[src/rtl/asm_itl_ctrl_if.sv]
// Signal bundle between the interleaver sequencer and its environment:
// block control, serial input stream, dual-RAM port and aligned output triple.
interface asm_itl_ctrl_if #(
    parameter int A_WIDTH = 16
);
    logic               start;
    logic [A_WIDTH-1:0] blk_len;
    logic [A_WIDTH-1:0] cfg_offset;
    logic               in_valid;
    logic               in_data;
    logic               in_ready;
    logic               ram_wdata;
    logic [A_WIDTH-1:0] ram_waddr;
    logic               ram_wen;
    logic [A_WIDTH-1:0] ram_id_offset;
    logic               ram_rdata;
    logic               ram_rdata_itl;
    logic               ram_rdata_ditl;
    logic               out_valid;
    logic               out_data;
    logic               out_data_itl;
    logic               out_data_ditl;
    logic [A_WIDTH-1:0] out_idx;
    logic               out_last;
    logic               busy;
    logic               done;

    modport master (
        input  start, blk_len, cfg_offset, in_valid, in_data,
               ram_rdata, ram_rdata_itl, ram_rdata_ditl,
        output in_ready, ram_wdata, ram_waddr, ram_wen, ram_id_offset,
               out_valid, out_data, out_data_itl, out_data_ditl,
               out_idx, out_last, busy, done
    );

    modport slave (
        output start, blk_len, cfg_offset, in_valid, in_data,
               ram_rdata, ram_rdata_itl, ram_rdata_ditl,
        input  in_ready, ram_wdata, ram_waddr, ram_wen, ram_id_offset,
               out_valid, out_data, out_data_itl, out_data_ditl,
               out_idx, out_last, busy, done
    );
endinterface

[src/rtl/asm_itl_ctrl.sv]
// ASM interleaver RAM sequencer: loads one coded block serially, sweeps it back
// out and aligns the original/interleaved/deinterleaved bits to one strobe.
module asm_itl_ctrl #(
    parameter int A_WIDTH = 16,
    parameter int RD_LAT  = 3
) (
    input  logic           clk,
    input  logic           rst,
    asm_itl_ctrl_if.master bus
);

    typedef enum logic [2:0] {IDLE, LOAD, READ, FLUSH, DONE} state_t;

    state_t             state;
    logic [A_WIDTH-1:0] cnt;
    logic [A_WIDTH-1:0] len;
    logic [A_WIDTH-1:0] off;
    logic [A_WIDTH-1:0] idx;
    logic [RD_LAT-1:0]  vld_p;
    logic [RD_LAT-1:0]  last_p;
    logic               rdata_p1;
    logic               rdata_itl_p1;
    logic               cnt_end;
    logic               accept;
    logic               out_vld;

    assign cnt_end = (cnt == len - A_WIDTH'(1));
    assign accept  = (state == LOAD) && bus.in_valid;

    always_ff @(posedge clk) begin
        if (rst) begin
            state <= IDLE;
            cnt   <= '0;
            len   <= '0;
            off   <= '0;
        end else begin
            case (state)
                IDLE: begin
                    if (bus.start && (bus.blk_len != '0)) begin
                        len   <= bus.blk_len;
                        off   <= bus.cfg_offset;
                        cnt   <= '0;
                        state <= LOAD;
                    end
                end
                LOAD: begin
                    if (accept) begin
                        if (cnt_end) begin
                            cnt   <= '0;
                            state <= READ;
                        end else begin
                            cnt <= cnt + A_WIDTH'(1);
                        end
                    end
                end
                READ: begin
                    if (cnt_end) begin
                        cnt   <= '0;
                        state <= FLUSH;
                    end else begin
                        cnt <= cnt + A_WIDTH'(1);
                    end
                end
                FLUSH: begin
                    if (last_p[RD_LAT-1]) state <= DONE;
                end
                DONE:    state <= IDLE;
                default: state <= IDLE;
            endcase
        end
    end

    // Issue tokens: one per READ address, tap RD_LAT-1 lines up with the ditl bit
    always_ff @(posedge clk) begin
        if (rst) begin
            vld_p  <= '0;
            last_p <= '0;
            idx    <= '0;
        end else begin
            vld_p  <= {vld_p[RD_LAT-2:0], state == READ};
            last_p <= {last_p[RD_LAT-2:0], (state == READ) && cnt_end};
            if (state == IDLE)
                idx <= '0;
            else if (vld_p[RD_LAT-1])
                idx <= idx + A_WIDTH'(1);
        end
    end

    // Original and interleaved bits arrive one cycle early; delay them to the ditl bit
    always_ff @(posedge clk) begin
        rdata_p1     <= bus.ram_rdata;
        rdata_itl_p1 <= bus.ram_rdata_itl;
    end

    assign out_vld = vld_p[RD_LAT-1];

    assign bus.in_ready      = (state == LOAD);
    assign bus.ram_wen       = accept;
    assign bus.ram_wdata     = (state == LOAD) && bus.in_data;
    assign bus.ram_waddr     = cnt;
    assign bus.ram_id_offset = ((state == LOAD) || (state == READ) || (state == FLUSH)) ? off : '0;

    assign bus.out_valid     = out_vld;
    assign bus.out_data      = out_vld && rdata_p1;
    assign bus.out_data_itl  = out_vld && rdata_itl_p1;
    assign bus.out_data_ditl = out_vld && bus.ram_rdata_ditl;
    assign bus.out_last      = out_vld && last_p[RD_LAT-1];
    assign bus.out_idx       = idx;
    assign bus.busy          = (state != IDLE);
    assign bus.done          = (state == DONE);

endmodule

[src/flat_wrapper.sv]
// flat-port wrapper written by rule: the top's interface ports become plain ports
module asm_itl_ctrl_flat 
#(
    parameter int A_WIDTH = 16,
    parameter int RD_LAT  = 3
)
  (clk, rst, bus_start, bus_blk_len, bus_cfg_offset, bus_in_valid, bus_in_data, bus_ram_rdata, bus_ram_rdata_itl, bus_ram_rdata_ditl, bus_in_ready, bus_ram_wdata, bus_ram_waddr, bus_ram_wen, bus_ram_id_offset, bus_out_valid, bus_out_data, bus_out_data_itl, bus_out_data_ditl, bus_out_idx, bus_out_last, bus_busy, bus_done);
  asm_itl_ctrl_if #(.A_WIDTH(A_WIDTH)) bus_i ();
  input  logic clk;
  input  logic rst;
  input wire logic [$bits(bus_i.start)-1:0] bus_start;
  input wire logic [$bits(bus_i.blk_len)-1:0] bus_blk_len;
  input wire logic [$bits(bus_i.cfg_offset)-1:0] bus_cfg_offset;
  input wire logic [$bits(bus_i.in_valid)-1:0] bus_in_valid;
  input wire logic [$bits(bus_i.in_data)-1:0] bus_in_data;
  input wire logic [$bits(bus_i.ram_rdata)-1:0] bus_ram_rdata;
  input wire logic [$bits(bus_i.ram_rdata_itl)-1:0] bus_ram_rdata_itl;
  input wire logic [$bits(bus_i.ram_rdata_ditl)-1:0] bus_ram_rdata_ditl;
  output wire logic [$bits(bus_i.in_ready)-1:0] bus_in_ready;
  output wire logic [$bits(bus_i.ram_wdata)-1:0] bus_ram_wdata;
  output wire logic [$bits(bus_i.ram_waddr)-1:0] bus_ram_waddr;
  output wire logic [$bits(bus_i.ram_wen)-1:0] bus_ram_wen;
  output wire logic [$bits(bus_i.ram_id_offset)-1:0] bus_ram_id_offset;
  output wire logic [$bits(bus_i.out_valid)-1:0] bus_out_valid;
  output wire logic [$bits(bus_i.out_data)-1:0] bus_out_data;
  output wire logic [$bits(bus_i.out_data_itl)-1:0] bus_out_data_itl;
  output wire logic [$bits(bus_i.out_data_ditl)-1:0] bus_out_data_ditl;
  output wire logic [$bits(bus_i.out_idx)-1:0] bus_out_idx;
  output wire logic [$bits(bus_i.out_last)-1:0] bus_out_last;
  output wire logic [$bits(bus_i.busy)-1:0] bus_busy;
  output wire logic [$bits(bus_i.done)-1:0] bus_done;
  assign bus_i.start = bus_start;
  assign bus_i.blk_len = bus_blk_len;
  assign bus_i.cfg_offset = bus_cfg_offset;
  assign bus_i.in_valid = bus_in_valid;
  assign bus_i.in_data = bus_in_data;
  assign bus_i.ram_rdata = bus_ram_rdata;
  assign bus_i.ram_rdata_itl = bus_ram_rdata_itl;
  assign bus_i.ram_rdata_ditl = bus_ram_rdata_ditl;
  assign bus_in_ready = bus_i.in_ready;
  assign bus_ram_wdata = bus_i.ram_wdata;
  assign bus_ram_waddr = bus_i.ram_waddr;
  assign bus_ram_wen = bus_i.ram_wen;
  assign bus_ram_id_offset = bus_i.ram_id_offset;
  assign bus_out_valid = bus_i.out_valid;
  assign bus_out_data = bus_i.out_data;
  assign bus_out_data_itl = bus_i.out_data_itl;
  assign bus_out_data_ditl = bus_i.out_data_ditl;
  assign bus_out_idx = bus_i.out_idx;
  assign bus_out_last = bus_i.out_last;
  assign bus_busy = bus_i.busy;
  assign bus_done = bus_i.done;
  asm_itl_ctrl #(.A_WIDTH(A_WIDTH), .RD_LAT(RD_LAT)) u_core (.clk(clk), .rst(rst), .bus(bus_i));
endmodule
[config.mk]
export PLATFORM = sky130hd
export DESIGN_NAME = asm_itl_ctrl_flat
export DESIGN_NICKNAME = d
export VERILOG_FILES = /design/src/rtl/asm_itl_ctrl_if.sv /design/src/rtl/asm_itl_ctrl.sv /design/src/flat_wrapper.sv
export SDC_FILE = /design/constraint.sdc
export NUM_CORES = 1
export LEC_CHECK = 0
export ABC_AREA = 1
export BUFFER_PORTS_ARGS = -buffer_cell sky130_fd_sc_hd__buf_2
export CELL_PAD_IN_SITES_DETAIL_PLACEMENT = 0
export CELL_PAD_IN_SITES_GLOBAL_PLACEMENT = 2
export CORE_ASPECT_RATIO = 1.25
export CORE_MARGIN = 1.5
export CORE_UTILIZATION = 31
export CTS_CLUSTER_DIAMETER = 40
export DETAILED_ROUTE_END_ITERATION = 6
export PLACE_DENSITY = 0.88
export SKIP_CTS_REPAIR_TIMING = 1
export SYNTH_ARGS = -nofsm -noshare
export SYNTH_HDL_FRONTEND = slang
export SYNTH_SLANG_ARGS = --single-unit
export TNS_END_PERCENT = 100
[constraint.sdc]
create_clock -name clk -period 3.48 [get_ports clk]
set_input_delay 0.174 -clock clk [delete_from_list [all_inputs] [get_ports clk]]
set_output_delay 0.174 -clock clk [all_outputs]
set_load 0.01 [all_outputs]
==> results.md, run 1 <==
* Async set-reset flop share out of synthesis at 0%
* PnR worst setup slack at ~1.2 ns
* Area Overhead vs Synth at 24.7%
* Total Routing Usage GR at 16.1%
* Slew @ Worst Pin at between 0.9 and 1 ns
* Filler cells at 1369
* Synth warn at 0
* Wire length on met1 at approximately 5000 µm
* Root buffer cell: clkbuf_16
* Antenna diodes at 0
* Total die area at ~14000 µm²
* CTS tree: done
* Die Y at approximately 130 µm
* Cell with the most instances after synthesis: nand2_1
* Post-Synth XOR/XNOR Area at 5.49%
* Final WL at around 11000 µm
* Number of global-route vias before repair at 3616
* Tcrit/Tclk final at about two thirds
* Mux cell area share after synthesis at less than 1%
* Crit path max fanout at 45
* Setup violations, final at 0
* Synth Instances at between 500 and 600
* Num CTS Buffers at 9
* Share of cells above drive strength 1 at approximately 22%
* Worst-skew pair later-pin latency at 0.33 ns
* Area leader, netlist: dfxtp_1
* Post-route minimum period at 2.29 ns
* Clock Sinks at 75
* CP Data Required Time at roughly 3.7 ns
* Rel. slew slack at 38.6%
* Max Root-Sink Buffers at 2
* CORE AREA at around 13000 µm²
* Most used DFF post-synth: dfxtp_1
* Max incr delay on CP at roughly 0.65 ns
* Setup Crit Path Kind: reg2reg
* Placer Congestion at 0.846
* Initial antenna violation count at 0
* Crit. End Element: register
* Synth Area in Simple Gates at between 30% and 40%
* P_leak at between 2 and 2.5 nW
* Post-route cell area at ~5000 µm²
* Hold/Removal Path Class: in2reg
* Max_cap viols at 0
* Ranking of synthesized cells by area: dfxtp_1 38%, nand2_1 10%, inv_1 8.9%
* Compound-cell area share of the yosys netlist at 13.1%
* Mapped cell area at about 4000 µm²
* Setup TNS at 0 ns
* RSZ-0062 raised after global routing: no
* Critical path launch point type: register
* DRT iter0 DRCs at roughly 210
* Layout Nets at ~740
* Fin. max-slew vios at 0
* DRC viols at 0
* Clock transition at path regs at about 0.060 ns
* First-pass GRT wire length at 17500 µm
* Critical path's slowest cell: nand3_2
* Synthesized area per cell at about 6.7 µm²
* H-Tree Depth at 3
* Post-synth EDFFs at 0
* DRT Pass-1 Iters at 5
* Buffers on Ports at 97
* FP Rows at 46
* Worst Skew at about 0.0066 ns
* Die W at 104 µm
* DR top layer: met4
* Detailed placement HPWL at between 8000 and 9000 µm
* Synth cell types at 36
* Wirelength per Cell at about 12 µm
* DRT antenna net count at 0
* Highest Clock Rate at about 0.44 GHz
* Adder-Cell Fraction of Synth Area at less than 1%
* Outcome: finished clean
* Met3 wire length at 448 µm
* Worst path cell trace: nor2_1, inv_1, nor2_1, nand3_2, buf_4, o21ai_0, a21oi_1
* # IOs at between 90 and 100
* Top cell by count, worst path: nor2_1
* Starting density of the core at around a third
* Largest family of logic cells by synthesized area: simple AND/OR/NAND/NOR gates
* Power Dens Cells at ~730 nW/µm²
* Via density at 4.53
* Worst Path Arrival at ~2.5 ns
* DP Worst Slack at between 1 and 1.5 ns
* Largest net degree at the start of global routing at 46
* DR vias at 3925
* FF+latch count, synth at 75
* Yosys top cell area share at 37.7%
* Synth top cells by count: 107 x nand2_1, 95 x inv_1, 81 x nor2_1
* Post-Syn Nets at about 640
* Sequential-to-total area share from yosys stat at a little under two fifths
* GR Overflow Total at 0
* DR WL met2 at around 5200 µm
* Worst VDD drop at between 0.2 and 0.3 mV
* Placement Cell Area at around 4600 µm²
* Hold Vio Cnt, Final at 0
==> report_power, final <==
part	leakage (nW)	internal [W]	total, W	switching (W)
logic	1.55	0.000520	0.00155	0.00103
registers	0.613	0.00102	0.00116	0.000140
clock network	0.141	0.000564	0.000943	0.000379
==> registers in the layout, indices dropped and copies added, names as in the netlist <==
signal / count
u_core.len: 16
u_core.rdata_p1: 1
u_core.bus.out_idx: 16
u_core.off: 16
u_core.vld_p: 3
u_core.last_p: 3
u_core.state: 3
u_core.rdata_itl_p1: 1
u_core.bus.ram_waddr: 16
==> worst max-delay path: cells and delay by family (launching register included) <==
family | cells | cell delay, ns
buf+inv | 2 | 0.52
compound gates | 2 | 0.23
flops | 1 | 0.34
simple gates | 3 | 1.09
==> logic make-up after synthesis <==
logic type,Yosys count
buf+inv,111
fa+ha+maj,3
mux,1
flops,75
simple gates,278
xor+xnor,25
compound gates,102
==> layer usage <==
layer | global-route usage, % | vias up
met5 | 0 | -
met4 | 5.88 | 0
met1 | 20.0 | 1756
met2 | 27.9 | 93
li1 | - | 2067
met3 | 3.00 | 9
==> cell type report <==
type	instances	area [µm²]	area share (%)
flip-flops and latches	75	1500	30.2
clock buffers	10	229	4.61
inverters	96	360	7.25
clock inverters	6	73.8	1.49
repair buffers	103	536	10.8
well taps	168	210	4.23
multi-input cells	409	2060	41.4
==> final timing paths <==
path | from | end | slack [ns] | cells after the start
max | u_core.state[2]$_SDFFE_PP0P_ | u_core.off[11]$_SDFFE_PP0P_ | 1.19 | 7
min reg2reg | u_core.vld_p[1]$_SDFF_PP0_ | u_core.vld_p[2]$_SDFF_PP0_ | 0.40 | 2
max reg2reg | u_core.state[2]$_SDFFE_PP0P_ | u_core.off[11]$_SDFFE_PP0P_ | 1.19 | 7
min | bus_cfg_offset[8] | u_core.off[8]$_SDFFE_PP0P_ | 0.12 | 3
==> cells in the final DEF, fill, tap and decap left out, drive strengths merged, types with 10 or more instances in the layout <==
| cell | n |
|---|---|
| o21ai | 48 |
| nand3 | 27 |
| clkbuf | 10 |
| nand2 | 113 |
| dfxtp | 75 |
| buf | 101 |
| a21oi | 50 |
| inv | 97 |
| xor2 | 16 |
| nor2 | 104 |
| nor3 | 14 |
==> per-stage QoR <==
stage | util, % | hold WS [ns] | total power [W] | std cells
floorplan | - | 0.202 | 0.00230 | 595
global placement | 36.9 | 0.278 | 0.00272 | 849
detailed placement | 36.9 | 0.280 | 0.00272 | 849
CTS | 39.3 | -0.0694 | 0.00369 | 865
global route | 39.4 | 0.140 | 0.00398 | 867
finish | 39.4 | 0.124 | 0.00365 | 867
No activity file was read; power rests on OpenSTA's default activity.
==> run 2: changes to the inputs <==
Settings changed: ABC_AREA 1 to 0, CORE_UTILIZATION 31 to 30, PLACE_DENSITY 0.88 to 0.82.
Clock period 3.48 ns to 2.3 ns, I/O delays scaled along.
==> run 2 against run 1 <==
Largest power group is now clock. Utilization is 1.1 points higher. Global-route usage up 0.13 points. Critical path depth is the same. Sequential power up 18%. Clock power grew 55%. Register-to-register slack got worse by 1.2 ns. Worst hold slack got worse by 0.11 ns. Synthesized cell count fell by 24%. The run now ends with negative setup slack left.
==> results.md, run 2 <==
* H-Tree Depth at 3 (unchanged)
* Max incr delay on CP at 0.51 ns (was 0.65 ns)
* Wirelength per Cell at 13.5 µm (was 12.4 µm)
* Synthesized area per cell at 8.12 µm² (was 6.70 µm²)
* DRT Pass-1 Iters at 4 (was 5)
* NetSw at 0.000861 W (was 0.00155 W)
* Compound-cell area share of the yosys netlist at 9.30% (was 13.1%)
* Detailed placement HPWL at 7480 µm (was 8400 µm)
* Top Family by Delay on Critical Path: simple AND/OR/NAND/NOR gates (unchanged)
* P_leak at 2.09 nW (was 2.30 nW)
* DRT antenna net count at 0 (unchanged)
* Fin. max-slew vios at 0 (unchanged)
* DRC viols at 0 (unchanged)
* Setup crit end: u_core.last_p[0]$_SDFF_PP0_ (was u_core.off[11]$_SDFFE_PP0P_)
* Hold/Removal Path Class: in2reg (unchanged)
* Crit path buffers/inverters at 1 (was 2)
* Largest family of logic cells by synthesized area: simple AND/OR/NAND/NOR gates (unchanged)
* Setup TNS at -0.235 ns (was 0 ns)
* Num CTS Buffers at 9 (unchanged)
* Synth top cells by count: 82 x nand2_1, 75 x dfxtp_1, 36 x a21oi_1 (was 107 x nand2_1, 95 x inv_1, 81 x nor2_1)
* Setup violations, final at 18 (was 0)
* Max_cap viols at 0 (unchanged)
* Placed instance count at 718 (was 849)
* Setup Crit Path Kind: reg2reg (unchanged)
* Placer Congestion at 0.854 (was 0.846)
* Total Routing Usage GR at 16.3% (was 16.1%)
* Worst VDD drop at 0.405 mV (was 0.251 mV)
* Synth Area in Simple Gates at 32.3% (was 31.8%)
* Async set-reset flop share out of synthesis at 0% (unchanged)
* Rel. slew slack at 58.3% (was 38.6%)
* Number of global-route vias before repair at 3445 (was 3616)
* Share of cells above drive strength 1 at 28.0% (was 21.9%)
* Sequential-to-total area share from yosys stat at 40.7% (was 37.7%)
* Critical path's slowest cell: or4_4 (was nand3_2)
* Launch point of the worst reg-to-reg path: u_core.len[1]$_SDFFE_PP0P_ (was u_core.state[2]$_SDFFE_PP0P_)
* DR vias at 3429 (was 3925)
* Post-synth EDFFs at 0 (unchanged)
* Clock Sinks at 75 (unchanged)
* Synth Instances at 454 (was 595)
* RSZ-0062 raised after global routing: yes (was no)
* Largest net degree at the start of global routing at 33 (was 46)
* CORE AREA at 12000 µm² (was 12600 µm²)
* Seq pwr share at 41.5% (was 31.6%)
* Crit. End Element: register (unchanged)
* Final WL at 9920 µm (was 10800 µm)
* Hold Vio Cnt, Final at 0 (unchanged)
* Outcome: complete, but fails checks (was finished clean)
* Layout Nets at 610 (was 737)
* Mapped cell area at 3690 µm² (was 3990 µm²)
* Post-route cell area at 4880 µm² (was 4970 µm²)
* Initial antenna violation count at 0 (unchanged)
* Clock Power Share at 44.4% (was 25.8%)
* CP Data Required Time at 2.53 ns (was 3.70 ns)
* Pint at 0.00243 W (was 0.00210 W)
* Tcrit/Tclk final at 101% (was 65.7%)
* Commonest non-fill, non-tap cell in the layout: buf_2 (was nand2_1)
* Buffers on Ports at 97 (unchanged)
* Root buffer cell: clkbuf_16 (unchanged)
* R2R setup slack at -0.03 ns (was 1.19 ns)
* CTS tree: done (unchanged)
* Critical path depth in cells at 7 (unchanged)
* Reg2Reg Depth at 7 (unchanged)
* Mux cell area share after synthesis at 0.543% (was 0.251%)
* Power Dens Cells at 673 nW/µm² (was 735 nW/µm²)
* Area leader, netlist: dfxtp_1 (unchanged)
* DRT iter0 DRCs at 114 (was 211)
* Via density at 4.66 (was 4.53)
* Slew @ Worst Pin at 0.625 ns (was 0.920 ns)
* Clock transition at path regs at 0.06 ns (about the same)
* Worst-skew pair later-pin latency at 0.33 ns (about the same)
* Worst Hold Launch: bus_cfg_offset[13] (was bus_cfg_offset[8])
* Post-Syn Nets at 497 (was 638)
* Worst reg2reg path endpoint: u_core.last_p[0]$_SDFF_PP0_ (was u_core.off[11]$_SDFFE_PP0P_)
* Post-route minimum period at 2.33 ns (was 2.29 ns)
* Area Overhead vs Synth at 32.5% (was 24.7%)
* Max Root-Sink Buffers at 2 (unchanged)
* Antenna diodes at 0 (unchanged)
* DP Worst Slack at -0.0175 ns (was 1.17 ns)
* Crit path from: u_core.len[1]$_SDFFE_PP0P_ (was u_core.state[2]$_SDFFE_PP0P_)
* Post-Synth XOR/XNOR Area at 12.8% (was 5.49%)
* PnR worst setup slack at -0.0258 ns (was 1.19 ns)
* Synth cell types at 49 (was 36)
* Die W at 102 µm (was 104 µm)
* Filler cells at 1288 (was 1369)
* FP Rows at 45 (was 46)
* Combinational power share at 14.1% (was 42.5%)
* Synth warn at 0 (unchanged)
* # IOs at 98 (unchanged)
* Ranking of synthesized cells by area: dfxtp_1 41%, nand2_1 8.3%, xnor2_1 6.7% (was dfxtp_1 38%, nand2_1 10%, inv_1 8.9%)
* FF+latch count, synth at 75 (unchanged)
* Hold Crit Depth at 3 (unchanged)
* Adder-Cell Fraction of Synth Area at 1.02% (was 0.942%)
* Worst Path Arrival at 2.55 ns (was 2.51 ns)
* Total die area at 13000 µm² (was 13600 µm²)
* Yosys top cell area share at 40.7% (was 37.7%)
* Most used DFF post-synth: dfxtp_1 (unchanged)
* Non-filler cells, final at 736 (was 867)
* Failing checks: negative setup slack
* Worst path cell trace: inv_2, ha_4, or3b_4, or4_4, a32oi_1, nor3b_1, and3_1 (was nor2_1, inv_1, nor2_1, nand3_2, buf_4, o21ai_0, a21oi_1)
* Commonest non-fill, non-tap cells in the layout: 97 x buf_2, 82 x nand2_1, 73 x dfxtp_1 (was 107 x nand2_1, 97 x buf_2, 95 x inv_1)
* Highest Clock Rate at 0.430 GHz (was 0.437 GHz)
* Die Y at 127 µm (was 130 µm)
* Crit path max fanout at 4 (was 45)
* Critical path launch point type: register (unchanged)
* GR Overflow Total at 0 (unchanged)
* Worst Skew at 0.00782 ns (was 0.00658 ns)
* Starting density of the core at 30.6% (was 31.6%)
* Worst hold slack at 0.0118 ns (was 0.124 ns)
* Net Sw Frac at 26.2% (was 42.5%)
* Placement Cell Area at 4530 µm² (was 4650 µm²)
* First-pass GRT wire length at 16600 µm (was 17500 µm)
* Cell with the most instances after synthesis: nand2_1 (unchanged)
run 2: cell count changes after synthesis, sizes merged, moves of 8 or more:
cell,change
clkbuf,+13
nor4,+11
o21ai,-45
nand2,-31
nor2,-75
nand3,-10
xor2,+8
and2,+21
a21oi,-14
xnor2,+20
inv,-89
nor3,+14
run 2: layout make-up:
class                      count  area, µm²  share of cell area, %
sequential                    75       1500                   30.8
multi-input combinational    348       2110                   43.3
timing repair buffer         127        728                   14.9
clock buffer                  10        239                   4.89
tap                          164        205                   4.20
inverter                       6       22.5                  0.461
clock inverter                 6       71.3                   1.46
run 2: layer usage:
layer / track usage (%) / share of wire, % / up-vias
met5: 0 / 0 / -
li1: - / - / 1787
met3: 4.30 / 4.6 / 10
met4: 5.16 / 1.6 / 0
met2: 27.9 / 50 / 68
met1: 19.5 / 44 / 1564
run 2: how the worst min path moves through the flow:
stage | slack, ns | end
2_1_floorplan | 0.14 | u_core.rdata_itl_p1$_DFF_P_
3_3_place_gp | 0.22 | u_core.rdata_p1$_DFF_P_
3_5_place_dp | 0.22 | u_core.rdata_p1$_DFF_P_
4_1_cts | -0.13 | u_core.rdata_p1$_DFF_P_
5_1_grt | 0.01 | u_core.off[10]$_SDFFE_PP0P_
6_report | 0.01 | u_core.off[13]$_SDFFE_PP0P_
run 2: through the flow:
stage | utilization (%) | power (W)
2_1_floorplan | - | 0.00168
3_3_place_gp | 37.6 | 0.00184
3_5_place_dp | 37.6 | 0.00185
4_1_cts | 40.2 | 0.00332
5_1_grt | 40.5 | 0.00345
6_report | 40.5 | 0.00329
run 2: power by group through the flow:
stage | Sequential (W) | Clock [W] | Combinational (W)
after floorplan | 0.00139 | 0 | 0.000290
after global placement | 0.00139 | 0 | 0.000451
after detailed placement | 0.00139 | 0 | 0.000454
after CTS | 0.00137 | 0.00150 | 0.000456
after global routing | 0.00137 | 0.00156 | 0.000518
final | 0.00137 | 0.00146 | 0.000462
run 2: cells by family after synthesis:
logic type                 count (synthesis)
buffers and inverters                     31
xor gates and xnor gates                  53
and+or+nand+nor                          234
DFF                                       75
adders and majority gates                  3
muxes                                      2
AOI/OAI and AO/OA                         56
run 2: worst register-to-register path, delay by kind of cell (launching register included):
| kind | cells | cell delay, ns |
|---|---|---|
| flip-flops | 1 | 0.33 |
| adder cells (fa/ha/maj) | 1 | 0.14 |
| AO/OA/AOI/OAI | 1 | 0.44 |
| AND/OR/NAND/NOR | 4 | 1.25 |
| buffers and inverters | 1 | 0.06 |
==> run 3: changes to the inputs <==
Settings changed: RECOVER_POWER from default to 50.
==> run 3 against run 2 <==
The flow still finishes with violations (negative setup slack). Clock power barely moved. Critical path depth did not move. Register-to-register slack barely moved. Total power barely moved. Sequential cell count did not move. Wire length rose by 0.21%.
==> results.md, run 3 (synthesis gave the netlist of run 2 again) <==
* Outcome: complete, but fails checks (unchanged)
* Failing checks: negative setup slack (unchanged)
* Total die area at 13000 µm² (unchanged)
* Worst VDD drop at 0.406 mV (was 0.405 mV)
* NetSw at 0.000862 W (was 0.000861 W)
* Commonest non-fill, non-tap cells in the layout: 82 x nand2_1, 73 x dfxtp_1, 60 x buf_2 (was 97 x buf_2, 82 x nand2_1, 73 x dfxtp_1)
* DRC viols at 0 (unchanged)
* Initial antenna violation count at 0 (unchanged)
* Num CTS Buffers at 9 (unchanged)
* Wirelength per Cell at 13.5 µm (about the same)
* Total Routing Usage GR at 16.3% (unchanged)
* Setup TNS at -0.247 ns (was -0.235 ns)
* Setup Crit Path Kind: reg2reg (unchanged)
* Clock Sinks at 75 (unchanged)
* Max_cap viols at 0 (unchanged)
* Via density at 4.66 (about the same)
* Worst Path Arrival at 2.55 ns (about the same)
* Area Overhead vs Synth at 30.8% (was 32.5%)
* Share of cells above drive strength 1 at 21.0% (was 28.0%)
* GR Overflow Total at 0 (unchanged)
* Antenna diodes at 0 (unchanged)
* CORE AREA at 12000 µm² (unchanged)
* Layout Nets at 610 (unchanged)
* Die W at 102 µm (unchanged)
* Critical path launch point type: register (unchanged)
* Power Total at 0.00329 W (about the same)
* Pint at 0.00243 W (about the same)
* DRT antenna net count at 0 (unchanged)
* Seq pwr share at 41.6% (was 41.5%)
* Number of global-route vias before repair at 3445 (unchanged)
* Worst-skew pair later-pin latency at 0.33 ns (about the same)
* DRT iter0 DRCs at 111 (was 114)
* Fin. max-slew vios at 0 (unchanged)
* Post-route minimum period at 2.33 ns (about the same)
* Hold Vio Cnt, Final at 0 (unchanged)
* First-pass GRT wire length at 16600 µm (unchanged)
* DRT Pass-1 Iters at 4 (unchanged)
* FP Rows at 45 (unchanged)
* Final WL at 9940 µm (was 9920 µm)
* Buffers on Ports at 97 (unchanged)
* DR vias at 3428 (was 3429)
* CTS tree: done (unchanged)
* Crit. End Element: register (unchanged)
* Hold/Removal Path Class: in2reg (unchanged)
* Commonest non-fill, non-tap cell in the layout: nand2_1 (was buf_2)
* Clock transition at path regs at 0.06 ns (about the same)
* CP Data Required Time at 2.53 ns (about the same)
* # IOs at 98 (unchanged)
* PnR worst setup slack at -0.0265 ns (was -0.0258 ns)
* Root buffer cell: clkbuf_16 (unchanged)
* Crit path max fanout at 4 (unchanged)
* Setup violations, final at 18 (unchanged)
* RSZ-0062 raised after global routing: yes (unchanged)
* Starting density of the core at 30.6% (unchanged)
* Max Root-Sink Buffers at 2 (unchanged)
* H-Tree Depth at 3 (unchanged)
* Combinational power share at 14.0% (was 14.1%)
* Clock Power Share at 44.4% (about the same)
* P_leak at 1.92 nW (was 2.09 nW)
* Placer Congestion at 0.854 (unchanged)
* Largest net degree at the start of global routing at 33 (unchanged)
* Rel. slew slack at 56.1% (was 58.3%)
* Power Dens Cells at 681 nW/µm² (was 673 nW/µm²)
* Tcrit/Tclk final at 101% (about the same)
* Highest Clock Rate at 0.430 GHz (about the same)
* Filler cells at 1301 (was 1288)
* Net Sw Frac at 26.2% (about the same)
* Detailed placement HPWL at 7480 µm (unchanged)
* Worst Skew at 0.00763 ns (was 0.00782 ns)
* Slew @ Worst Pin at 0.659 ns (was 0.625 ns)
* Die Y at 127 µm (unchanged)
==> run 3: cell types whose count changed in the layout (fill, tap and decap cells not counted) <==
cell	change
clkbuf_2	+1
and2_0	+1
and2_1	-1
buf_4	-4
clkbuf_1	+40
buf_2	-37
==> run 3: worst paths after layout <==
path                         startpoint                     endpoint  slack [ns]  depth (start not counted)
max          u_core.len[1]$_SDFFE_PP0P_  u_core.last_p[0]$_SDFF_PP0_       -0.03                          7
min                  bus_cfg_offset[13]  u_core.off[13]$_SDFFE_PP0P_        0.01                          3
max reg2reg  u_core.len[1]$_SDFFE_PP0P_  u_core.last_p[0]$_SDFF_PP0_       -0.03                          7
min reg2reg  u_core.vld_p[1]$_SDFF_PP0_   u_core.vld_p[2]$_SDFF_PP0_        0.44                          1
==> run 3: layer usage <==
metal	track usage, %	routed length (µm)	up-vias
met3	4.30	485	10
met4	5.16	163	0
met1	19.5	4350	1565
li1	-	-	1787
met2	27.9	4950	66
met5	0	0	-
==> run 3: worst max-delay path, cell delays in order, from the launching register on <==
cell and delay, ns:
dfxtp_2 0.33, inv_2 0.06, ha_4 0.14, or3b_4 0.39
or4_4 0.51, a32oi_1 0.44, nor3b_1 0.16, and3_1 0.19
==> run 3: final cells by class <==
type                            count  area, µm²  area share, %
Multi-Input combinational cell    348       2110           43.8
Clock inverter                      6       71.3           1.48
Timing Repair Buffer              127        668           13.8
Inverter                            6       22.5          0.467
Clock buffer                       10        239           4.95
Sequential cell                    75       1500           31.2
Tap cell                          164        205           4.25
==> run 3: power groups by stage <==
stage          combinational (W)  clock (W)  sequential [W]
4_1_cts                 0.000456    0.00150         0.00137
3_3_place_gp            0.000451          0         0.00139
6_report                0.000460    0.00146         0.00137
2_1_floorplan           0.000290          0         0.00139
3_5_place_dp            0.000454          0         0.00139
5_1_grt                 0.000516    0.00156         0.00137
==> run 3: stage by stage <==
step,instances,cell area (µm²),worst slack [ns],hold WS [ns],util (%)
finish,736,4820,-0.0265,0.0120,40.0
global route,736,4820,-0.104,0.0147,40.0
CTS,734,4840,-0.0320,-0.129,40.2
detailed placement,718,4530,-0.0175,0.219,37.6
global placement,718,4530,0.00778,0.219,37.6
floorplan,454,3720,0.00413,0.143,-
